**src/rtl/arbiter_pkg.sv**
```systemverilog
// Shared definitions for the arbiter write-back path.
//  - DATA_W / ORDER_W : result and order-tag widths
//  - FIFO_DEPTH       : default number of buffered results
//  - ORDER_NOP        : order tag meaning "accept and discard"
//  - REG0..REG3       : register-file index constants
//  - wb_state_t       : write-back FSM encoding
//  - wb_entry_t       : one buffered result {order, dest, data}
//  - is_operand_dest  : true for the registers read by the arbiter
package arbiter_pkg;

  localparam int DATA_W     = 8;
  localparam int ORDER_W    = 3;
  localparam int FIFO_DEPTH = 2;

  localparam logic [ORDER_W-1:0] ORDER_NOP = 3'b111;

  localparam logic [1:0] REG0 = 2'd0;
  localparam logic [1:0] REG1 = 2'd1;
  localparam logic [1:0] REG2 = 2'd2;
  localparam logic [1:0] REG3 = 2'd3;

  typedef enum logic [1:0] {
    IDLE   = 2'd0,
    CHECK  = 2'd1,
    HOLD   = 2'd2,
    COMMIT = 2'd3
  } wb_state_t;

  typedef struct packed {
    logic [ORDER_W-1:0] order;
    logic [1:0]         dest;
    logic [DATA_W-1:0]  data;
  } wb_entry_t;

  // reg_0 and reg_3 feed the arbiter read ports, so writes to them must wait
  // while the arbiter is selecting.
  function automatic logic is_operand_dest(input logic [1:0] dest);
    return (dest == REG0) || (dest == REG3);
  endfunction

endpackage

```
**src/rtl/arbiter_writeback_if.sv**
```systemverilog
// Result handshake between a producer and the write-back block.
//  wb_valid  producer has a result
//  wb_ready  write-back can accept (transfer on wb_valid && wb_ready)
//  wb_data   result value
//  wb_dest   destination register index 0..3
//  wb_order  order tag; ORDER_NOP means accept and discard
// master = producer side, slave = write-back side.
interface arbiter_writeback_if;
  import arbiter_pkg::*;

  logic                wb_valid;
  logic                wb_ready;
  logic [DATA_W-1:0]   wb_data;
  logic [1:0]          wb_dest;
  logic [ORDER_W-1:0]  wb_order;

  modport master (
    output wb_valid, wb_data, wb_dest, wb_order,
    input  wb_ready
  );

  modport slave (
    input  wb_valid, wb_data, wb_dest, wb_order,
    output wb_ready
  );

endinterface

```
**src/rtl/wb_fifo.sv**
```systemverilog
// Small synchronous FIFO of write-back entries.
//  clk, rst_n   clock, asynchronous active-low reset
//  push         write push_entry (ignored when full)
//  push_entry   entry to store
//  pop          drop the head entry (ignored when empty)
//  head         current oldest entry
//  full, empty  occupancy flags from the registered count
//  count        number of stored entries
module wb_fifo
  import arbiter_pkg::*;
#(
  parameter int  DEPTH = FIFO_DEPTH,
  localparam int PTR_W = (DEPTH > 1) ? $clog2(DEPTH) : 1,
  localparam int CNT_W = $clog2(DEPTH) + 1
) (
  input  logic             clk,
  input  logic             rst_n,
  input  logic             push,
  input  wb_entry_t        push_entry,
  input  logic             pop,
  output wb_entry_t        head,
  output logic             full,
  output logic             empty,
  output logic [CNT_W-1:0] count
);

  wb_entry_t        mem_r [DEPTH];
  logic [PTR_W-1:0] wr_ptr_r;
  logic [PTR_W-1:0] rd_ptr_r;
  logic [CNT_W-1:0] count_r;
  logic             do_push_s;
  logic             do_pop_s;

  assign full      = (count_r == CNT_W'(DEPTH));
  assign empty     = (count_r == CNT_W'(0));
  assign count     = count_r;
  assign head      = mem_r[rd_ptr_r];
  assign do_push_s = push && !full;
  assign do_pop_s  = pop && !empty;

  // Storage, pointers (wrap modulo DEPTH) and occupancy count.
  always_ff @(posedge clk or negedge rst_n) begin
    if (!rst_n) begin
      wr_ptr_r <= PTR_W'(0);
      rd_ptr_r <= PTR_W'(0);
      count_r  <= CNT_W'(0);
      for (int i = 0; i < DEPTH; i++) begin
        mem_r[i] <= '0;
      end
    end else begin
      if (do_push_s) begin
        mem_r[wr_ptr_r] <= push_entry;
        wr_ptr_r        <= wr_ptr_r + PTR_W'(1);
      end
      if (do_pop_s) begin
        rd_ptr_r <= rd_ptr_r + PTR_W'(1);
      end
      case ({do_push_s, do_pop_s})
        2'b10:   count_r <= count_r + CNT_W'(1);
        2'b01:   count_r <= count_r - CNT_W'(1);
        default: count_r <= count_r;
      endcase
    end
  end

endmodule

```
**src/rtl/arbiter_writeback.sv**
```systemverilog
// Write-back stage: buffers results from the handshake and commits them, in
// acceptance order, into a 4-entry register file. Commits to reg_0/reg_3 wait
// while arbiter_sel is high so the arbiter's operands stay stable.
//  clk, rst_n    clock, asynchronous active-low reset (released synchronously
//                by the reset source)
//  wb            result handshake (slave side)
//  arbiter_sel   arbiter read in progress
//  reg_0..reg_3  register file contents
//  wb_done       one-cycle pulse per commit or discard
//  wb_busy       FIFO non-empty or FSM not idle
module arbiter_writeback
  import arbiter_pkg::*;
#(
  parameter int DEPTH = FIFO_DEPTH
) (
  input  logic                clk,
  input  logic                rst_n,
  arbiter_writeback_if.slave  wb,
  input  logic                arbiter_sel,
  output logic [DATA_W-1:0]   reg_0,
  output logic [DATA_W-1:0]   reg_1,
  output logic [DATA_W-1:0]   reg_2,
  output logic [DATA_W-1:0]   reg_3,
  output logic                wb_done,
  output logic                wb_busy
);

  localparam int CNT_W = $clog2(DEPTH) + 1;

  wb_state_t          state_r;
  logic [DATA_W-1:0]  reg_file_r [4];
  logic               wb_done_r;

  wb_entry_t          push_entry_s;
  wb_entry_t          head_s;
  logic               fifo_full_s;
  logic               fifo_empty_s;
  logic [CNT_W-1:0]   fifo_count_s;
  logic               push_s;
  logic               pop_s;
  logic               commit_s;
  logic               head_is_nop_s;

  // Ready depends only on the registered count, never on wb_valid.
  assign wb.wb_ready   = !fifo_full_s;
  assign push_s        = wb.wb_valid && !fifo_full_s;
  assign push_entry_s  = '{order: wb.wb_order, dest: wb.wb_dest, data: wb.wb_data};
  assign head_is_nop_s = (head_s.order == ORDER_NOP);

  wb_fifo #(.DEPTH(DEPTH)) u_fifo (
    .clk        (clk),
    .rst_n      (rst_n),
    .push       (push_s),
    .push_entry (push_entry_s),
    .pop        (pop_s),
    .head       (head_s),
    .full       (fifo_full_s),
    .empty      (fifo_empty_s),
    .count      (fifo_count_s)
  );

  // Decide whether the head leaves the FIFO this cycle. The register write
  // lands on the edge that enters COMMIT, which gives the two-edge
  // accept-to-update latency; COMMIT itself only picks the next state.
  always_comb begin
    pop_s    = 1'b0;
    commit_s = 1'b0;
    case (state_r)
      CHECK: begin
        if (head_is_nop_s) begin
          pop_s = 1'b1;
        end else if (is_operand_dest(head_s.dest) && arbiter_sel) begin
          pop_s = 1'b0;
        end else begin
          pop_s    = 1'b1;
          commit_s = 1'b1;
        end
      end
      HOLD: begin
        if (!arbiter_sel) begin
          pop_s    = 1'b1;
          commit_s = 1'b1;
        end else begin
          pop_s    = 1'b0;
        end
      end
      default: begin
        pop_s    = 1'b0;
        commit_s = 1'b0;
      end
    endcase
  end

  // Write-back FSM, register file and done pulse.
  always_ff @(posedge clk or negedge rst_n) begin
    if (!rst_n) begin
      state_r   <= IDLE;
      wb_done_r <= 1'b0;
      for (int i = 0; i < 4; i++) begin
        reg_file_r[i] <= DATA_W'(0);
      end
    end else begin
      // Every pop is exactly one commit or one discard.
      wb_done_r <= pop_s;
      if (commit_s) begin
        reg_file_r[head_s.dest] <= head_s.data;
      end
      case (state_r)
        IDLE: begin
          state_r <= fifo_empty_s ? IDLE : CHECK;
        end
        CHECK: begin
          if (head_is_nop_s) begin
            // Another entry remains after this pop, or one arrives now.
            state_r <= ((fifo_count_s > CNT_W'(1)) || push_s) ? CHECK : IDLE;
          end else if (commit_s) begin
            state_r <= COMMIT;
          end else begin
            state_r <= HOLD;
          end
        end
        HOLD: begin
          state_r <= commit_s ? COMMIT : HOLD;
        end
        COMMIT: begin
          state_r <= (!fifo_empty_s || push_s) ? CHECK : IDLE;
        end
        default: begin
          state_r <= IDLE;
        end
      endcase
    end
  end

  assign reg_0   = reg_file_r[0];
  assign reg_1   = reg_file_r[1];
  assign reg_2   = reg_file_r[2];
  assign reg_3   = reg_file_r[3];
  assign wb_done = wb_done_r;
  assign wb_busy = !fifo_empty_s || (state_r != IDLE);

endmodule

```
**src/flat_wrapper.sv**
```systemverilog
// flat-port wrapper written by rule: the top's interface ports become plain ports
module arbiter_writeback_flat import arbiter_pkg::*;
#(
  parameter int DEPTH = FIFO_DEPTH
)
  (clk, rst_n, arbiter_sel, reg_0, reg_1, reg_2, reg_3, wb_done, wb_busy, wb_wb_valid, wb_wb_data, wb_wb_dest, wb_wb_order, wb_wb_ready);
  arbiter_writeback_if wb_i ();
  input  logic clk;
  input  logic rst_n;
  input  logic arbiter_sel;
  output logic [DATA_W-1:0] reg_0;
  output logic [DATA_W-1:0] reg_1;
  output logic [DATA_W-1:0] reg_2;
  output logic [DATA_W-1:0] reg_3;
  output logic wb_done;
  output logic wb_busy;
  input wire logic [$bits(wb_i.wb_valid)-1:0] wb_wb_valid;
  input wire logic [$bits(wb_i.wb_data)-1:0] wb_wb_data;
  input wire logic [$bits(wb_i.wb_dest)-1:0] wb_wb_dest;
  input wire logic [$bits(wb_i.wb_order)-1:0] wb_wb_order;
  output wire logic [$bits(wb_i.wb_ready)-1:0] wb_wb_ready;
  assign wb_i.wb_valid = wb_wb_valid;
  assign wb_i.wb_data = wb_wb_data;
  assign wb_i.wb_dest = wb_wb_dest;
  assign wb_i.wb_order = wb_wb_order;
  assign wb_wb_ready = wb_i.wb_ready;
  arbiter_writeback #(.DEPTH(DEPTH)) u_core (.clk(clk), .rst_n(rst_n), .wb(wb_i), .arbiter_sel(arbiter_sel), .reg_0(reg_0), .reg_1(reg_1), .reg_2(reg_2), .reg_3(reg_3), .wb_done(wb_done), .wb_busy(wb_busy));
endmodule
```
**config.mk**
```make
export PLATFORM = sky130hd
export DESIGN_NAME = arbiter_writeback_flat
export DESIGN_NICKNAME = d
export VERILOG_FILES = /design/src/rtl/arbiter_pkg.sv /design/src/rtl/arbiter_writeback_if.sv /design/src/rtl/wb_fifo.sv /design/src/rtl/arbiter_writeback.sv /design/src/flat_wrapper.sv
export SDC_FILE = /design/constraint.sdc
export NUM_CORES = 1
export LEC_CHECK = 0
export CORE_MARGIN = 1.5
export CORE_UTILIZATION = 40
export DETAILED_ROUTE_END_ITERATION = 12
export MAX_ROUTING_LAYER = met4
export PLACE_DENSITY = 0.66
export SETUP_SLACK_MARGIN = 0.2
export SYNTH_ARGS = -nofsm -noshare
export SYNTH_HDL_FRONTEND = slang
export SYNTH_SLANG_ARGS = --single-unit
```
**constraint.sdc**
```tcl
create_clock -name clk -period 4.6 [get_ports clk]
set_input_delay 0.92 -clock clk [delete_from_list [all_inputs] [get_ports clk]]
set_output_delay 0.92 -clock clk [all_outputs]
set_load 0.05 [all_outputs]
```
==> impl_metrics.json, run 1 <==
{
  "yosys.cell_count.top_type": "dfrtp_1",
  "maxCapViolations": 0,
  "tightestPinTransition_ns": 1.07,
  "initial_core_util_pct": 41.6,
  "ys_warn_count": 0,
  "slew_violations": 0,
  "synth_top_cell_area_share_pct": 53.6,
  "detail_route.drc_violations": 0,
  "cts_num_sinks": 65,
  "area_growth_pct": 25.7,
  "fmax_mhz": 340,
  "ys_types": 31,
  "postSynth.topFlopCell": "dfrtp_1",
  "critical_path.slowest_cell": "dfrtp_1",
  "via_count": 1665,
  "route.detailed.vias_per_inst": 4.69,
  "timing.max_slew.rel_slack_pct": 28.2,
  "synth_area_per_cell_um2": 15.7,
  "layout-drive-gt1-share_pct": 32.0,
  "worst-endpoint-arrival_ns": 3.17,
  "cts_tree": "done",
  "cts.path.max_buffers": 2,
  "rsz_0062_raised_after_global_routing": "false",
  "outcome": "complete, no violations",
  "root_buffer": "clkbuf_8",
  "ctsHtreeMaxLevel": 3,
  "asyncSetResetFlopFracSynth_pct": 100,
  "first_global_vias": 1758,
  "grt_antenna_before_repair": 0,
  "grt_remaining_overflow": 0,
  "yosys.area.top_type": "dfrtp_1",
  "netlist_area_before_placement_um2": 3030,
  "wl_per_cell_um": 15.4,
  "route.final.wire_length_um": 5460,
  "setup_viol": 0,
  "gp_congestion": 0.734,
  "detailedPlacementHpwl_um": 3910,
  "finalSetupTns_ns": 0,
  "worst_setup_path_end_kind": "flip-flop",
  "syn-instance-count": 193,
  "critPathLaunchType": "flip-flop",
  "clk_transition_reported_paths_ns": 0.08,
  "ys_seq_elements": 65,
  "finClkSkew_ns": 0.00831,
  "period_share_pct": 63.9,
  "ys_top_cells_by_count": "dfrtp_1, mux2_4, mux2_2",
  "place.port_buffers": 51,
  "die_footprint_um2": 8110,
  "yosysSeqAreaShare_pct": 53.6,
  "num_io_pins": 52,
  "pin_count_of_the_biggest_net_entering_global_routing": 44,
  "post-cts-setup-buffer-count": 0,
  "timing.critical_path.slowest_cell_delay_ns": 0.76,
  "global_route.usage.total_pct": 15.1,
  "synthTopCellsByArea": "dfrtp_1, mux2_4, mux2_2",
  "floorplan.die.width_um": 90.1,
  "die_h_um": 90.1,
  "diodes": 0,
  "drt_first_pass_iters": 4,
  "setup.worst_path.class": "reg2reg",
  "detail-route-antenna-nets": 0,
  "detailedRoute.firstIterationViolations": 32,
  "insertion_delay_ns": 0.34,
  "critPathMaxFanout": 13,
  "critPathRequiredTime_ns": 4.83,
  "fp-row-count": 31,
  "mappedNetlistNets": 222,
  "critical_path.cell_chain": "mux2i_1 > ha_1 > and2b_2 > nor4bb_4 > o21ai_4 > mux2_4",
  "timing_hold_violations_final": 0,
  "cts_made_buffers": 9,
  "core_um2": 7290,
  "worst_hold_path_type": "reg2reg",
  "grt_pass1_wl_um": 9110,
  "layout_min_cycle_time_ns": 2.94,
  "number_of_enable_flip_flop_cells_after_synthesis": 0,
  "finalNetCount": 280,
  "ctsHoldBuffers": 0,
  "postCtsResizedCells": 0
}
## worst paths after layout
path	start	end	slack, ns	cells after the start
max in group asynchronous	rst_n	u_core.u_fifo.mem_r[20]	3.02	2
hold / removal	u_core.u_fifo.mem_r[21]	u_core.u_fifo.mem_r[21]	0.49	1
setup reg to reg	u_core.u_fifo.rd_ptr_r	u_core.reg_2[3]	1.66	6
hold reg to reg	u_core.u_fifo.mem_r[21]	u_core.u_fifo.mem_r[21]	0.49	1
setup / recovery	u_core.u_fifo.rd_ptr_r	u_core.reg_2[3]	1.66	6
min in group asynchronous	rst_n	u_core.reg_3[4]	0.71	1
## routing by layer
| layer | vias to the layer above | GRT usage [%] | part of all wire, % |
|---|---|---|---|
| met5 | - | - | 0 |
| met4 | 0 | 6.75 | 1.4 |
| li1 | 796 | - | - |
| met1 | 826 | 19.7 | 47 |
| met3 | 7 | 2.96 | 3.0 |
| met2 | 36 | 22.9 | 48 |
## critical path: cells and delay by family, from the launching register on
kind	cells	cell delay (ns)
flops	1	0.76
fa+ha+maj	1	0.34
mux	2	0.62
simple gates	2	0.86
compound gates	1	0.25
## layout make-up
type	instances	area, um2
clock buffers	9	124
clock inverters	7	53.8
fillers	668	3480
inverters	10	37.5
multi-input cells	113	1330
flip-flops and latches	65	1630
well taps	99	124
repair buffers	52	513
## flip-flops by register name (all words and copies together), names as in the netlist, named ones only
register	cells
u_core.u_fifo.mem_r	26
u_core.reg_0	8
u_core.reg_1	8
u_core.reg_2	8
u_core.reg_3	8
u_core.u_fifo.count	2
u_core.state_r	1
u_core.u_fifo.rd_ptr_r	1
u_core.u_fifo.wr_ptr_r	1
u_core.wb_done	1
## logic make-up (layout without fill, tap and decap cells)
kind of cell / count (synthesis) / in the layout / synth area share [%]
xor gates and xnor gates: 4 / 4 / 1.15
buffers and inverters: 15 / 78 / 2.39
and+or+nand+nor: 18 / 18 / 4.87
DFF: 65 / 65 / 53.6
AOI/OAI and AO/OA: 11 / 11 / 3.88
adders and majority gates: 12 / 12 / 4.95
muxes: 68 / 68 / 29.1
## through the flow
stage / std cells / util, % / cell area (um2) / setup WS [ns] / hold WS, ns
final: 355 / 52.3 / 3810 / 1.66 / 0.487
after global routing: 355 / 52.3 / 3810 / 1.49 / 0.502
after CTS: 355 / 52.3 / 3810 / 1.63 / 0.491
after detailed placement: 339 / 49.8 / 3630 / 1.59 / 0.474
after floorplan: 193 / - / 3030 / 2.05 / 0.454
after global placement: 339 / 49.8 / 3630 / 1.65 / 0.469
## cells in the final DEF, fill, tap and decap left out, types with 3 or more instances in the layout
cell             count
mux2_4              32
ha_1                12
clkinvlp_4           3
dfrtp_1             65
mux2_2              23
nand2_1              3
inv_1               10
mux2_1              11
clkbuf_8             9
o21ai_4              4
xnor2_1              4
clkdlybuf4s50_1     50
Power of run 1 is left out: the tool's default activity adds up to more than one toggle a clock period on the data nets, which glitch-free logic cannot reach.
==> inputs of run 2 (changes only) <==
--- a/config.mk
+++ b/config.mk
@@ -9,7 +9,7 @@
 export CORE_UTILIZATION = 40
 export DETAILED_ROUTE_END_ITERATION = 12
 export MAX_ROUTING_LAYER = met4
-export PLACE_DENSITY = 0.66
+export PLACE_DENSITY = 0.69
 export SETUP_SLACK_MARGIN = 0.2
 export SYNTH_ARGS = -nofsm -noshare
 export SYNTH_HDL_FRONTEND = slang
==> constraint.sdc (replaced) <==
create_clock -name clk -period 2.6 [get_ports clk]
set_input_delay 0.52 -clock clk [delete_from_list [all_inputs] [get_ports clk]]
set_output_delay 0.52 -clock clk [all_outputs]
set_load 0.05 [all_outputs]
==> impl_metrics.json, run 2 (synthesized netlist as in run 1, its figures left out) <==
{
  "ctsHtreeMaxLevel": 3,
  "timing.max_slew.rel_slack_pct": 66.0,
  "initial_core_util_pct": 41.6,
  "num_io_pins": 52,
  "wl_per_cell_um": 15.1,
  "insertion_delay_ns": 0.34,
  "period_share_pct": 89.9,
  "root_buffer": "clkbuf_8",
  "slew_violations": 0,
  "floorplan.die.width_um": 90.1,
  "grt_pass1_wl_um": 9290,
  "worst_hold_path_type": "in2async",
  "detail_route.drc_violations": 0,
  "cts_made_buffers": 9,
  "cts_num_sinks": 65,
  "max_ffs_per_register": 26,
  "detailedPlacementHpwl_um": 3920,
  "diodes": 0,
  "finClkSkew_ns": 0.0108,
  "regToRegSetupSlack_ns": 0.26,
  "die_h_um": 90.1,
  "gp_congestion": 0.835,
  "tightestPinTransition_ns": 0.508,
  "drt_first_pass_iters": 4,
  "timing_hold_violations_final": 0,
  "setup.worst_path.class": "reg2reg",
  "worst_hold_slack_ns": 0.182,
  "worst-endpoint-arrival_ns": 2.56,
  "first_global_vias": 1776,
  "critPathRequiredTime_ns": 2.82,
  "route.detailed.vias_per_inst": 4.82,
  "layout.cells.most_common_list": "dfrtp_1, clkdlybuf4s50_1, mux2_4",
  "layout_min_cycle_time_ns": 2.34,
  "maxCapViolations": 0,
  "critPathMaxFanout": 8,
  "setup_viol": 0,
  "via_count": 1751,
  "place.port_buffers": 51,
  "route.final.wire_length_um": 5470,
  "area_growth_pct": 30.2,
  "cts.path.max_buffers": 2,
  "ctsHoldBuffers": 0,
  "largest_register": "u_core.u_fifo.mem_r",
  "finalSetupTns_ns": 0,
  "critPathLaunchType": "flip-flop",
  "detail-route-antenna-nets": 0,
  "detailedRoute.firstIterationViolations": 36,
  "rsz_0062_raised_after_global_routing": "false",
  "pin_count_of_the_biggest_net_entering_global_routing": 66,
  "grt_antenna_before_repair": 0,
  "layout_commonest_cell": "dfrtp_1",
  "route.met3.wl_um": 240,
  "top_routing_layer_in_use": "met4",
  "outcome": "complete, no violations",
  "global_route.usage.total_pct": 15.3,
  "cts_tree": "done",
  "met2_length_um": 2440,
  "grt_remaining_overflow": 0,
  "layout-drive-gt1-share_pct": 35.2,
  "core_um2": 7290,
  "clk_transition_reported_paths_ns": 0.07,
  "die_footprint_um2": 8110,
  "fp-row-count": 31,
  "met1_length_um": 2690,
  "worst_setup_path_end_kind": "flip-flop",
  "finalNetCount": 288,
  "fmax_mhz": 428
}
run 2: layout make-up:
type / instances / area, um2
multi-input combinational: 113 / 1360
clock inverter: 6 / 66.3
fill: 626 / 3340
sequential: 65 / 1630
tap: 99 / 124
inverter: 10 / 37.5
clock buffer: 10 / 138
timing repair buffer: 60 / 596
run 2: worst paths after layout:
| kind | start | end | cells past startpoint |
|---|---|---|---|
| setup / recovery | u_core.u_fifo.rd_ptr_r | u_core.reg_3[1] | 8 |
| hold / removal | rst_n | u_core.reg_3[0] | 2 |
| setup reg to reg | u_core.u_fifo.rd_ptr_r | u_core.reg_3[1] | 8 |
| hold reg to reg | u_core.u_fifo.mem_r[18] | u_core.u_fifo.mem_r[18] | 1 |
| max in group asynchronous | rst_n | u_core.u_fifo.rd_ptr_r | 2 |
| min in group clk | u_core.u_fifo.mem_r[18] | u_core.u_fifo.mem_r[18] | 1 |
run 2: per-layer routing:
layer / track usage [%] / up-vias
li1: - / 814
met1: 20.9 / 880
met2: 21.6 / 46
met3: 4.40 / 11
met4: 5.56 / 0
met5: - / -
run 2: through the flow:
step	instances	utilization (%)	setup WS (ns)	cell area [um2]
finish	363	54.1	0.262	3950
floorplan	193	-	0.274	3030
detailed placement	344	50.6	0.199	3690
global route	363	54.1	0.153	3950
global placement	344	50.6	0.265	3690
CTS	361	53.7	0.268	3920
run 2: what timing repair did:
action	in CTS	in global routing
setup buffers	1	2
pin swaps	1	1
endpoints found under the setup margin	20	9
resized for setup	4	2
gates cloned	0	0
run 2: critical path: stages (launching register included):
cell and delay, ns:
dfrtp_2 0.47, mux2i_4 0.22, ha_1 0.28, and2b_2 0.24
nor4bb_4 0.27, buf_4 0.22, o21ai_4 0.08, buf_12 0.16
mux2_4 0.29
Power of run 2 is left out for the same reason.
